===== config.mk =====
export PLATFORM = sky130hd
export DESIGN_NAME = mem_bus_ctrl
export DESIGN_NICKNAME = d
export VERILOG_FILES = /design/src/rtl/dlx_bus_pkg.sv /design/src/rtl/bus_timeout_cnt.sv /design/src/rtl/mem_bus_ctrl.sv
export SDC_FILE = /design/constraint.sdc
export NUM_CORES = 1
export LEC_CHECK = 0
export ABC_CLOCK_PERIOD_IN_PS = 2300
export BUFFER_PORTS_ARGS = -buffer_cell sky130_fd_sc_hd__buf_2
export CAP_MARGIN = 15
export CORE_MARGIN = 5
export CORE_UTILIZATION = 46
export DETAILED_ROUTE_END_ITERATION = 10
export PLACE_DENSITY_LB_ADDON = 0.05
export SLEW_MARGIN = 20
export SYNTH_ARGS = -nofsm -noshare
export SYNTH_HDL_FRONTEND = slang
export SYNTH_SLANG_ARGS = --single-unit

===== constraint.sdc =====
create_clock -name CLK -period 2.3 [get_ports CLK]
set_clock_uncertainty 0.05 [all_clocks]
set_input_delay 0.115 -clock CLK [delete_from_list [all_inputs] [get_ports CLK]]
set_output_delay 0.115 -clock CLK [all_outputs]
set_load 0.1 [all_outputs]

===== src/rtl/dlx_bus_pkg.sv =====
// ---------------------------------------------------------------------------
// dlx_bus_pkg
// Shared definitions for the DLX memory bus:
//   - bus widths seen by the control state machine and the bus controller
//   - bus controller state encoding and its debug width
//   - timeout default and timeout counter width
//   - tc_value(): terminal count for a given TIMEOUT
// ---------------------------------------------------------------------------
package dlx_bus_pkg;

    // Bus-facing widths used by the control state machine and the controller
    localparam int BUS_AW = 32;
    localparam int BUS_DW = 32;

    // Debug state width and default acknowledge timeout
    localparam int BUS_STATE_W = 3;
    localparam int TIMEOUT_DEF = 16;

    // Wide enough for the largest legal TIMEOUT (31)
    localparam int TMO_CNT_W = 5;

    typedef enum logic [BUS_STATE_W-1:0] {
        BS_IDLE  = 3'd0,
        BS_WAIT  = 3'd1,
        BS_DONE  = 3'd2,
        BS_ERROR = 3'd3
    } bus_state_e;

    // The counter starts at 0 in the first WAIT cycle, so reaching
    // TIMEOUT-1 means TIMEOUT WAIT cycles have elapsed without acknowledge.
    function automatic logic [TMO_CNT_W-1:0] tc_value(input int timeout);
        return TMO_CNT_W'(timeout - 1);
    endfunction

endpackage


===== src/rtl/bus_timeout_cnt.sv =====
// ---------------------------------------------------------------------------
// bus_timeout_cnt
// Counts WAIT cycles without acknowledge.
// Ports:
//   CLK     : clock, rising edge
//   RESET_N : synchronous active-low reset, clears the count
//   CLR     : synchronous clear (has priority over EN)
//   EN      : advance the count by one
//   TC      : terminal count, high while the count equals TIMEOUT-1
// ---------------------------------------------------------------------------
module bus_timeout_cnt
    import dlx_bus_pkg::*;
#(
    parameter int TIMEOUT = TIMEOUT_DEF
)
(
    input  logic CLK,
    input  logic RESET_N,
    input  logic CLR,
    input  logic EN,
    output logic TC
);

    localparam logic [TMO_CNT_W-1:0] TC_VAL = tc_value(TIMEOUT);

    logic [TMO_CNT_W-1:0] cnt_reg;
    logic [TMO_CNT_W-1:0] cnt_next;

    assign TC = (cnt_reg == TC_VAL);

    // Saturate at terminal count so the counter never wraps back below it
    always_comb begin
        cnt_next = cnt_reg;
        if (CLR) begin
            cnt_next = '0;
        end else if (EN && !TC) begin
            cnt_next = cnt_reg + 1'b1;
        end
    end

    always_ff @(posedge CLK) begin
        if (!RESET_N) begin
            cnt_reg <= '0;
        end else begin
            cnt_reg <= cnt_next;
        end
    end

endmodule


===== src/rtl/mem_bus_ctrl.sv =====
// ---------------------------------------------------------------------------
// mem_bus_ctrl
// Memory bus controller between the DLX control state machine and an
// asynchronous-style memory with an active-low acknowledge.
// Ports:
//   CLK       : clock, rising edge
//   RESET_N   : synchronous active-low reset
//   MR / MW   : read / write request, held until BUSY is seen low
//   ADDR_IN   : request address
//   WDATA_IN  : store data
//   ACK_N     : active-low memory acknowledge (synchronous to CLK)
//   BUS_DI    : read data from memory, valid while ACK_N is low
//   AS_N      : active-low address strobe (low in WAIT)
//   WR_N      : active-low write strobe (low in WAIT for writes)
//   ADDR      : registered bus address
//   DO        : registered bus write data
//   RDATA     : last captured read data
//   BUSY      : combinational stall to the control state machine
//   BUS_ERR   : sticky timeout flag (held in ERROR until reset)
//   BUS_STATE : current state encoding for debug
// ---------------------------------------------------------------------------
module mem_bus_ctrl
    import dlx_bus_pkg::*;
#(
    parameter int TIMEOUT = TIMEOUT_DEF
)
(
    input  logic                   CLK,
    input  logic                   RESET_N,
    input  logic                   MR,
    input  logic                   MW,
    input  logic [BUS_AW-1:0]      ADDR_IN,
    input  logic [BUS_DW-1:0]      WDATA_IN,
    input  logic                   ACK_N,
    input  logic [BUS_DW-1:0]      BUS_DI,
    output logic                   AS_N,
    output logic                   WR_N,
    output logic [BUS_AW-1:0]      ADDR,
    output logic [BUS_DW-1:0]      DO,
    output logic [BUS_DW-1:0]      RDATA,
    output logic                   BUSY,
    output logic                   BUS_ERR,
    output logic [BUS_STATE_W-1:0] BUS_STATE
);

    bus_state_e        state_reg;
    bus_state_e        state_next;
    logic              dir_write_reg;
    logic [BUS_AW-1:0] addr_reg;
    logic [BUS_DW-1:0] do_reg;
    logic [BUS_DW-1:0] rdata_reg;

    logic accept;
    logic capture;
    logic cnt_clr;
    logic cnt_en;
    logic cnt_tc;
    logic busy;
    logic as_n;
    logic wr_n;
    logic req;

    assign req = MR | MW;

    bus_timeout_cnt #(
        .TIMEOUT (TIMEOUT)
    ) u_timeout (
        .CLK     (CLK),
        .RESET_N (RESET_N),
        .CLR     (cnt_clr),
        .EN      (cnt_en),
        .TC      (cnt_tc)
    );

    // Next-state and output decode. BUSY follows MR/MW combinationally in
    // IDLE so the requester never samples a false BUSY=0 on its first cycle.
    always_comb begin
        state_next = state_reg;
        accept     = 1'b0;
        capture    = 1'b0;
        cnt_clr    = 1'b0;
        cnt_en     = 1'b0;
        busy       = 1'b0;
        as_n       = 1'b1;
        wr_n       = 1'b1;
        case (state_reg)
            BS_IDLE: begin
                busy = req;
                // A still-low acknowledge belongs to a previous cycle;
                // hold off until memory releases it.
                if (req && ACK_N) begin
                    accept     = 1'b1;
                    cnt_clr    = 1'b1;
                    state_next = BS_WAIT;
                end
            end
            BS_WAIT: begin
                busy = 1'b1;
                as_n = 1'b0;
                wr_n = ~dir_write_reg;
                // Acknowledge wins over the timeout in the same cycle
                if (!ACK_N) begin
                    capture    = ~dir_write_reg;
                    state_next = BS_DONE;
                end else if (cnt_tc) begin
                    state_next = BS_ERROR;
                end else begin
                    cnt_en = 1'b1;
                end
            end
            BS_DONE: begin
                // One-cycle BUSY=0 slot; a still-high request is not restarted
                state_next = BS_IDLE;
            end
            BS_ERROR: begin
                busy = 1'b1;
            end
            default: begin
                state_next = BS_IDLE;
            end
        endcase
    end

    always_ff @(posedge CLK) begin
        if (!RESET_N) begin
            state_reg     <= BS_IDLE;
            dir_write_reg <= 1'b0;
            addr_reg      <= '0;
            do_reg        <= '0;
            rdata_reg     <= '0;
        end else begin
            state_reg <= state_next;
            if (accept) begin
                addr_reg      <= ADDR_IN;
                dir_write_reg <= MW;
                if (MW) begin
                    do_reg <= WDATA_IN;
                end
            end
            if (capture) begin
                rdata_reg <= BUS_DI;
            end
        end
    end

    assign AS_N      = as_n;
    assign WR_N      = wr_n;
    assign BUSY      = busy;
    assign BUS_ERR   = (state_reg == BS_ERROR);
    assign BUS_STATE = state_reg;
    assign ADDR      = addr_reg;
    assign DO        = do_reg;
    assign RDATA     = rdata_reg;

endmodule


==> run summary, run 1 <==
Cell Pwr Density = 668.4 mW/mm^2
Port Buffers = 202
worst reg-to-reg setup slack = 0.45 ns
Leak = 2.837 nW
Pint = 2.672 mW
Setup-failing EPs final = 0
CTS resizes = 0
final net count = 853
met3 Resource Use GR = 0.04994
Tmin final = 1.854 ns
post-synth top area share = 0.5056
CTS tree = built
Max IR drop VDD = 0.3565 mV
worst flop-to-flop path startpoint = u_timeout.cnt_reg[0]
largest net degree at the start of global routing = 40
area delta synth->final = 53.05%
most frequent cells after synthesis = 130 x nand2_1, 104 x dfxtp_1, 95 x a21boi_1, 33 x nand3_1, 31 x o21ai_1
fill cell count = 673
FF-to-FF path depth = 6
crit path max fanout = 6
die span in y = 104.6 um
Sink Count = 104
top cells by area, synth = dfxtp_1 51%, a21boi_1 17%, nand2_1 12%, nand3_1 4.0%, o21ai_1 3.8%
Post-Syn Instances = 474
Yosys top cell by area = dfxtp_1
total number of vias = 4,252
most numerous cell in the Yosys netlist = nand2_1
DIE WIDTH = 104.6 um
vias in the first global route = 4,221
GRT busiest layer = met2
number of cell rows = 34
Setup crit end = u_timeout.cnt_reg[3]
dpl hpwl = 7.960 mm
Max Clock Freq = 0.5394 GHz
GRT Overall Usage = 0.2196
post-synthesis cell type count = 36
RSZ-0062 raised after global routing = false
Async S/R FF share, synth = 0
worst-case clock buffer depth = 2
met1 Track Usage GR = 0.2647
fin. max-slew vios = 0
total CTS buffers = 9
WP data arrival = 2.08 ns
post-synthesis cell area = 0.004118 mm^2
setup_tns = 0 ns
mean post-synth cell area = 8.687 um^2
Final period util = 0.8060
first-pass GRT wire length = 20.27 mm
Hold Crit Class = primary input to register
antenna violations before repair = 0
Slew @ Worst Pin = 0.6200 ns
Critical Path Start = u_timeout.cnt_reg[0]
Worst setup EP type = register
GP Congestion = 0.7233
Max H-tree Level = 3
clock share of power = 0.257
Syn Nets = 577
GRT Residual Overflow = 0
DRC = 0
Antenna Nets Post-Route = 0
root buffer cell = clkbuf_8
die area = 0.01094 mm^2
Multi-input gate area = 0.001828 mm^2
Sw Pwr = 1.541 mW
Main synth FF type = dfxtp_1
status = completed
Core Region = 0.008721 mm^2
final worst-path setup slack = 0.4461 ns
initial core utilization = 0.4722
Reg clk slew, reported paths = 0.09 ns
#FFs+latches synth = 104
antenna fix cells = 0
Vias per Instance = 4.927
Critical Path RT = 2.53 ns
RR Endpoint = u_timeout.cnt_reg[3]
final wirelength = 12.52 mm
Post-synth EDFFs = 0
Ys Warns = 0
maxcap violations = 0
clk_lat worst skew = 0.35 ns
initial DRC count = 175
pre-CTS WS = 0.4657 ns
# IOs = 204
CP startpoint kind = register
total power = 4.213 mW
Routed WL per cell = 14.50 um
met2 global-route usage = 0.3810
sequential share of the synthesized area = 0.5056
sequential fraction of design power = 0.457
Crit Path Class = register to register
Slew Limit Headroom = 0.5867
Hold Fails Final Rpt = 0
drt first pass iters = 5
Comb pwr share = 0.285
FF+latch area = 0.002082 mm^2
Switching Share = 0.3658
layout cells sized above 1 = 0.3139
-- power by group through the flow --
stage / registers [mW] / logic [mW] / clock network [mW]
2_1_floorplan: 2.54 / 0.282 / 0
3_5_place_dp: 1.97 / 1.07 / 0
3_3_place_gp: 1.97 / 1.06 / 0
6_report: 1.93 / 1.20 / 1.08
4_1_cts: 1.93 / 1.20 / 1.12
5_1_grt: 1.94 / 1.26 / 1.19
-- cells in the final DEF (no fill, tap or decap), drive strengths merged, types with 2 or more instances in the layout --
cell type	instances
clkinv	3
inv	3
and3	2
buf	212
or3	2
dfxtp	104
nand3	33
clkbuf	11
and4bb	2
a21oi	3
nor2	3
nand4bb	2
nand2	130
dlygate4sd3	96
a21boi	97
o21ai	36
ha	2
-- how the worst min path moves through the flow --
stage	start	to	slack (ns)	depth (start not counted)
finish	ACK_N	BUS_STATE[0]	0.09	2
global route	ACK_N	BUS_STATE[0]	0.09	2
CTS	ACK_N	BUS_STATE[0]	0.07	2
detailed placement	WDATA_IN[20]	DO[20]	0.31	3
global placement	WDATA_IN[6]	DO[6]	0.30	3
floorplan	BUS_DI[0]	RDATA[0]	0.20	2
-- cell type report --
cell class | instances | area share
multi-input combinational | 325 | 0.2901
timing repair buffer | 308 | 0.3268
clock inverter | 5 | 0.006154
inverter | 2 | 0.001191
sequential | 104 | 0.3304
tap | 108 | 0.02144
clock buffer | 11 | 0.02402
-- cell families (layout without fill, tap and decap cells) --
family          count (synthesis)  after routing  share of synthesized area
compound gates                139            139                     0.2331
xor+xnor                        1              1                   0.002127
fa+ha+maj                       2              2                   0.006076
buf+inv                        45            326                    0.05287
flops                         104            104                     0.5056
other cells                     1              1                  0.0009107
simple gates                  182            182                     0.1993
-- metrics by stage --
step	instance area, um^2	hold WS, ns	std cells	utilization
floorplan	4121	0.1999	474	-
global placement	5151	0.3043	751	0.5907
detailed placement	5151	0.3094	751	0.5907
CTS	6302	0.07016	863	0.7227
global route	6302	0.08908	863	0.7227
finish	6302	0.09398	863	0.7227
-- timing repair --
item,in CTS,in global routing
setup buffers,0,0
hold buffers,96,0
endpoints found under the hold margin,96,0
-- worst max-delay path, cell delays in order (launching register included) --
cell and delay [ns]:
dfxtp_1 0.35, ha_1 0.21, and3_1 0.18, ha_1 0.18
nand4bb_1 0.27, or3_1 0.39, a21oi_1 0.15
-- per-layer routing --
metal | up-vias | share of wire
met3 | 27 | 0.059
met5 | - | 0
li1 | 2133 | -
met4 | 0 | 0.024
met2 | 155 | 0.49
met1 | 1937 | 0.43
Power figures use the tool's default switching activity.
==> inputs of run 2 (changes only) <==
ABC_AREA = 1   (was not set)
ABC_CLOCK_PERIOD_IN_PS = 1900   (was 2300)
clock period = 1.9 ns   (was 2.3 ns; I/O delays follow)
==> run 2 against run 1 <==
Register-to-register slack lost 0.17 ns. Via count is 9.1% higher. Total power is 29% higher. Utilization is 1.1 points lower. Cell area shrank 1.1%. Highest routed layer unchanged. Hold slack worse by 0.085 ns. Synthesized area up 0.70%. Synthesized cell count up 18%.
==> run summary, run 2 <==
area delta synth->final = 50.36% (was 53.05%)
Reg clk slew, reported paths = 0.10 ns (was 0.09 ns)
die span in y = 104.9 um (was 104.6 um)
Async S/R FF share, synth = 0 (unchanged)
initial DRC count = 260 (was 175)
antenna violations before repair = 0 (unchanged)
antenna fix cells = 0 (unchanged)
Placed Cells = 841 (was 751)
Setup-failing EPs final = 0 (unchanged)
Max Clock Freq = 0.5695 GHz
Post-CTS Setup Bufs = 0 (unchanged)
#FFs+latches synth = 104 (unchanged)
commonest cells after routing, fill and taps aside = 202 x buf_2, 115 x nand2_1, 102 x dfxtp_1 (was 202 x buf_2, 130 x nand2_1, 104 x dfxtp_1)
Vias per Instance = 4.967 (was 4.927)
GRT Overall Usage = 0.2330 (was 0.2196)
die area = 0.01101 mm^2 (was 0.01094 mm^2)
Sink Count = 104 (unchanged)
fin. max-slew vios = 0 (unchanged)
maxcap violations = 0 (unchanged)
Routed WL per cell = 14.03 um (was 14.50 um)
Max IR drop VDD = 0.4456 mV (was 0.3565 mV)
Yosys top cell by area = dfxtp_1 (unchanged)
Antenna Nets Post-Route = 0 (unchanged)
Critical Path RT = 1.75 ns (was 2.53 ns)
Buf/Inv on CP = 3 (was 0)
Cell Pwr Density = 872.9 mW/mm^2 (was 668.4 mW/mm^2)
post-synthesis cell type count = 20 (was 36)
Main synth FF type = dfxtp_1 (unchanged)
Finished Layout Cells = 934 (was 863)
most numerous cell in the Yosys netlist = nand2_1 (unchanged)
CP peak stage delay = 0.42 ns (was 0.39 ns)
Top delay family on crit path = buffers and inverters (was simple AND/OR/NAND/NOR gates)
crit path max fanout = 20 (was 6)
first-pass GRT wire length = 21.63 mm (was 20.27 mm)
largest net degree at the start of global routing = 49 (was 40)
Max H-tree Level = 3 (unchanged)
mean post-synth cell area = 7.404 um^2 (was 8.687 um^2)
setup_tns = 0 ns (unchanged)
DIE WIDTH = 104.9 um (was 104.6 um)
# IOs = 204 (unchanged)
post-synth top area share = 0.5021 (was 0.5056)
commonest non-fill, non-tap cell in the layout = buf_2 (unchanged)
status = completed (unchanged)
Hold Fails Final Rpt = 0 (unchanged)
GRT Residual Overflow = 0 (unchanged)
slowest CP cell = dfxtp_2 (was or3_1)
Crit Path Class = register to output port (was register to register)
Post-synth EDFFs = 0 (unchanged)
Syn Nets = 663 (was 577)
Port Buffers = 202 (unchanged)
root buffer cell = clkbuf_8 (unchanged)
Layout Utilization = 0.7115 (was 0.7227)
CTS tree = built (unchanged)
Leak = 3.018 nW (was 2.837 nW)
GP Congestion = 0.8151 (was 0.7233)
placed cell area = 0.005248 mm^2 (was 0.005151 mm^2)
Post-Syn Instances = 560 (was 474)
Ys Warns = 0 (unchanged)
CP startpoint kind = register (unchanged)
total number of vias = 4,639 (was 4,252)
initial core utilization = 0.4732 (was 0.4722)
post-synthesis cell area = 0.004146 mm^2 (was 0.004118 mm^2)
DRC = 0 (unchanged)
Core Region = 0.008763 mm^2 (was 0.008721 mm^2)
drt first pass iters = 5 (unchanged)
total CTS buffers = 9 (unchanged)
sequential share of the synthesized area = 0.5021 (was 0.5056)
dpl hpwl = 8.383 mm (was 7.960 mm)
critical-path cell list = inv_2 -> nor2_2 -> buf_4 -> nand2_2 -> buf_2 (was ha_1 -> and3_1 -> ha_1 -> nand4bb_1 -> or3_1 -> a21oi_1)
final wirelength = 13.11 mm (was 12.52 mm)
Hold Crit Class = primary input to register (unchanged)
clk_lat worst skew = 0.36 ns (was 0.35 ns)
WP data arrival = 1.61 ns (was 2.08 ns)
number of cell rows = 34 (unchanged)
RSZ-0062 raised after global routing = false (unchanged)
top cells by area, synth = dfxtp_1 50%, nand2_1 11%, a21oi_1 8.3%, nand3_1 8.1%, nor2_1 6.5% (was dfxtp_1 51%, a21boi_1 17%, nand2_1 12%, nand3_1 4.0%, o21ai_1 3.8%)
final net count = 924 (was 853)
most frequent cells after synthesis = 117 x nand2_1, 104 x dfxtp_1, 72 x nor2_1, 69 x a21oi_1, 67 x nand3_1 (was 130 x nand2_1, 104 x dfxtp_1, 95 x a21boi_1, 33 x nand3_1, 31 x o21ai_1)
layout cells sized above 1 = 0.3002 (was 0.3139)
Finished Cell Area = 0.006235 mm^2 (was 0.006302 mm^2)
Tmin final = 1.756 ns
Final period util = 0.9241
vias in the first global route = 4,547 (was 4,221)
worst-case clock buffer depth = 2 (unchanged)
Worst setup EP type = output port (was register)
==> run 2: cell count changes after synthesis, moves of 12 or more <==
cell,previous run,this run
nand2_1,130,117
nand4_1,0,32
a21oi_1,3,69
nor2_1,2,72
o21ai_1,31,0
a21boi_1,95,0
buf_2,15,27
clkbuf_1,21,8
nand3_1,33,67
inv_1,2,41
==> run 2: final cells by class <==
cell class,count,area [um^2]
well taps,108,135.1
flip-flops and latches,104,2085
multi-input cells,368,1704
clock buffers,10,137.6
repair buffers,294,1932
fillers,718,2529
clock inverters,6,76.32
inverters,44,165.2
==> run 2: cell families (layout without fill, tap and decap cells) <==
logic type | Yosys count | in the layout | share of synthesized area
buf+inv | 88 | 354 | 0.09234
simple gates | 293 | 293 | 0.3108
compound gates | 71 | 71 | 0.08570
flops | 104 | 104 | 0.5021
other cells | 1 | 1 | 0.0009044
xor+xnor | 1 | 1 | 0.002113
fa+ha+maj | 2 | 2 | 0.006034
==> run 2: power breakdown <==
| part | switching, mW | total [mW] | internal, mW |
|---|---|---|---|
| Sequential | 0.0617 | 2.35 | 2.29 |
| Combinational | 1.24 | 1.63 | 0.395 |
| Clock | 0.791 | 1.46 | 0.667 |
| Total | 2.09 | 5.44 | 3.35 |
==> run 2: worst register-to-register path, cell delays in order, from the launching register on <==
cell	delay [ns]
dfxtp_1	0.34
ha_1	0.22
nand2_1	0.07
nor2_1	0.04
ha_1	0.18
inv_1	0.05
nand2_1	0.05
nor2_2	0.24
inv_1	0.13
nand2_1	0.08
a21oi_1	0.06
==> run 2: metrics by stage <==
| stage | setup WS, ns | power [mW] | hold slack (ns) |
|---|---|---|---|
| after detailed placement | 0.1430 | 3.905 | 0.3200 |
| after floorplan | 0.1236 | 3.585 | 0.2057 |
| after global routing | 0.02044 | 5.691 | 0.01999 |
| after global placement | 0.2625 | 3.887 | 0.3126 |
| after CTS | 0.1129 | 5.478 | 0.0004834 |
| final | 0.1442 | 5.442 | 0.008838 |
==> run 2: path summary, 6_finish.rpt <==
| check | depth (start not counted) | slack (ns) | to | from |
|---|---|---|---|---|
| max | 5 | 0.14 | WR_N | BUS_STATE[0] |
| max reg2reg | 10 | 0.28 | u_timeout.cnt_reg[2] | u_timeout.cnt_reg[0] |
| min | 5 | 0.009 | DO[5] | WDATA_IN[5] |
| min reg2reg | 2 | 0.41 | RDATA[27] | RDATA[27] |
==> run 2: per-layer routing <==
metal  share of wire  GRT usage
met5               0          0
met4           0.031     0.1059
met3           0.081    0.06289
met1            0.39     0.2817
met2            0.50     0.3862
==> run 2: what timing repair did <==
action / 4_1_cts / 5_1_grt
hold buffers: 77 / 0
endpoints found under the setup margin: 0 / 2
gates resized for setup: 0 / 1
hold endpoints to repair: 77 / 0
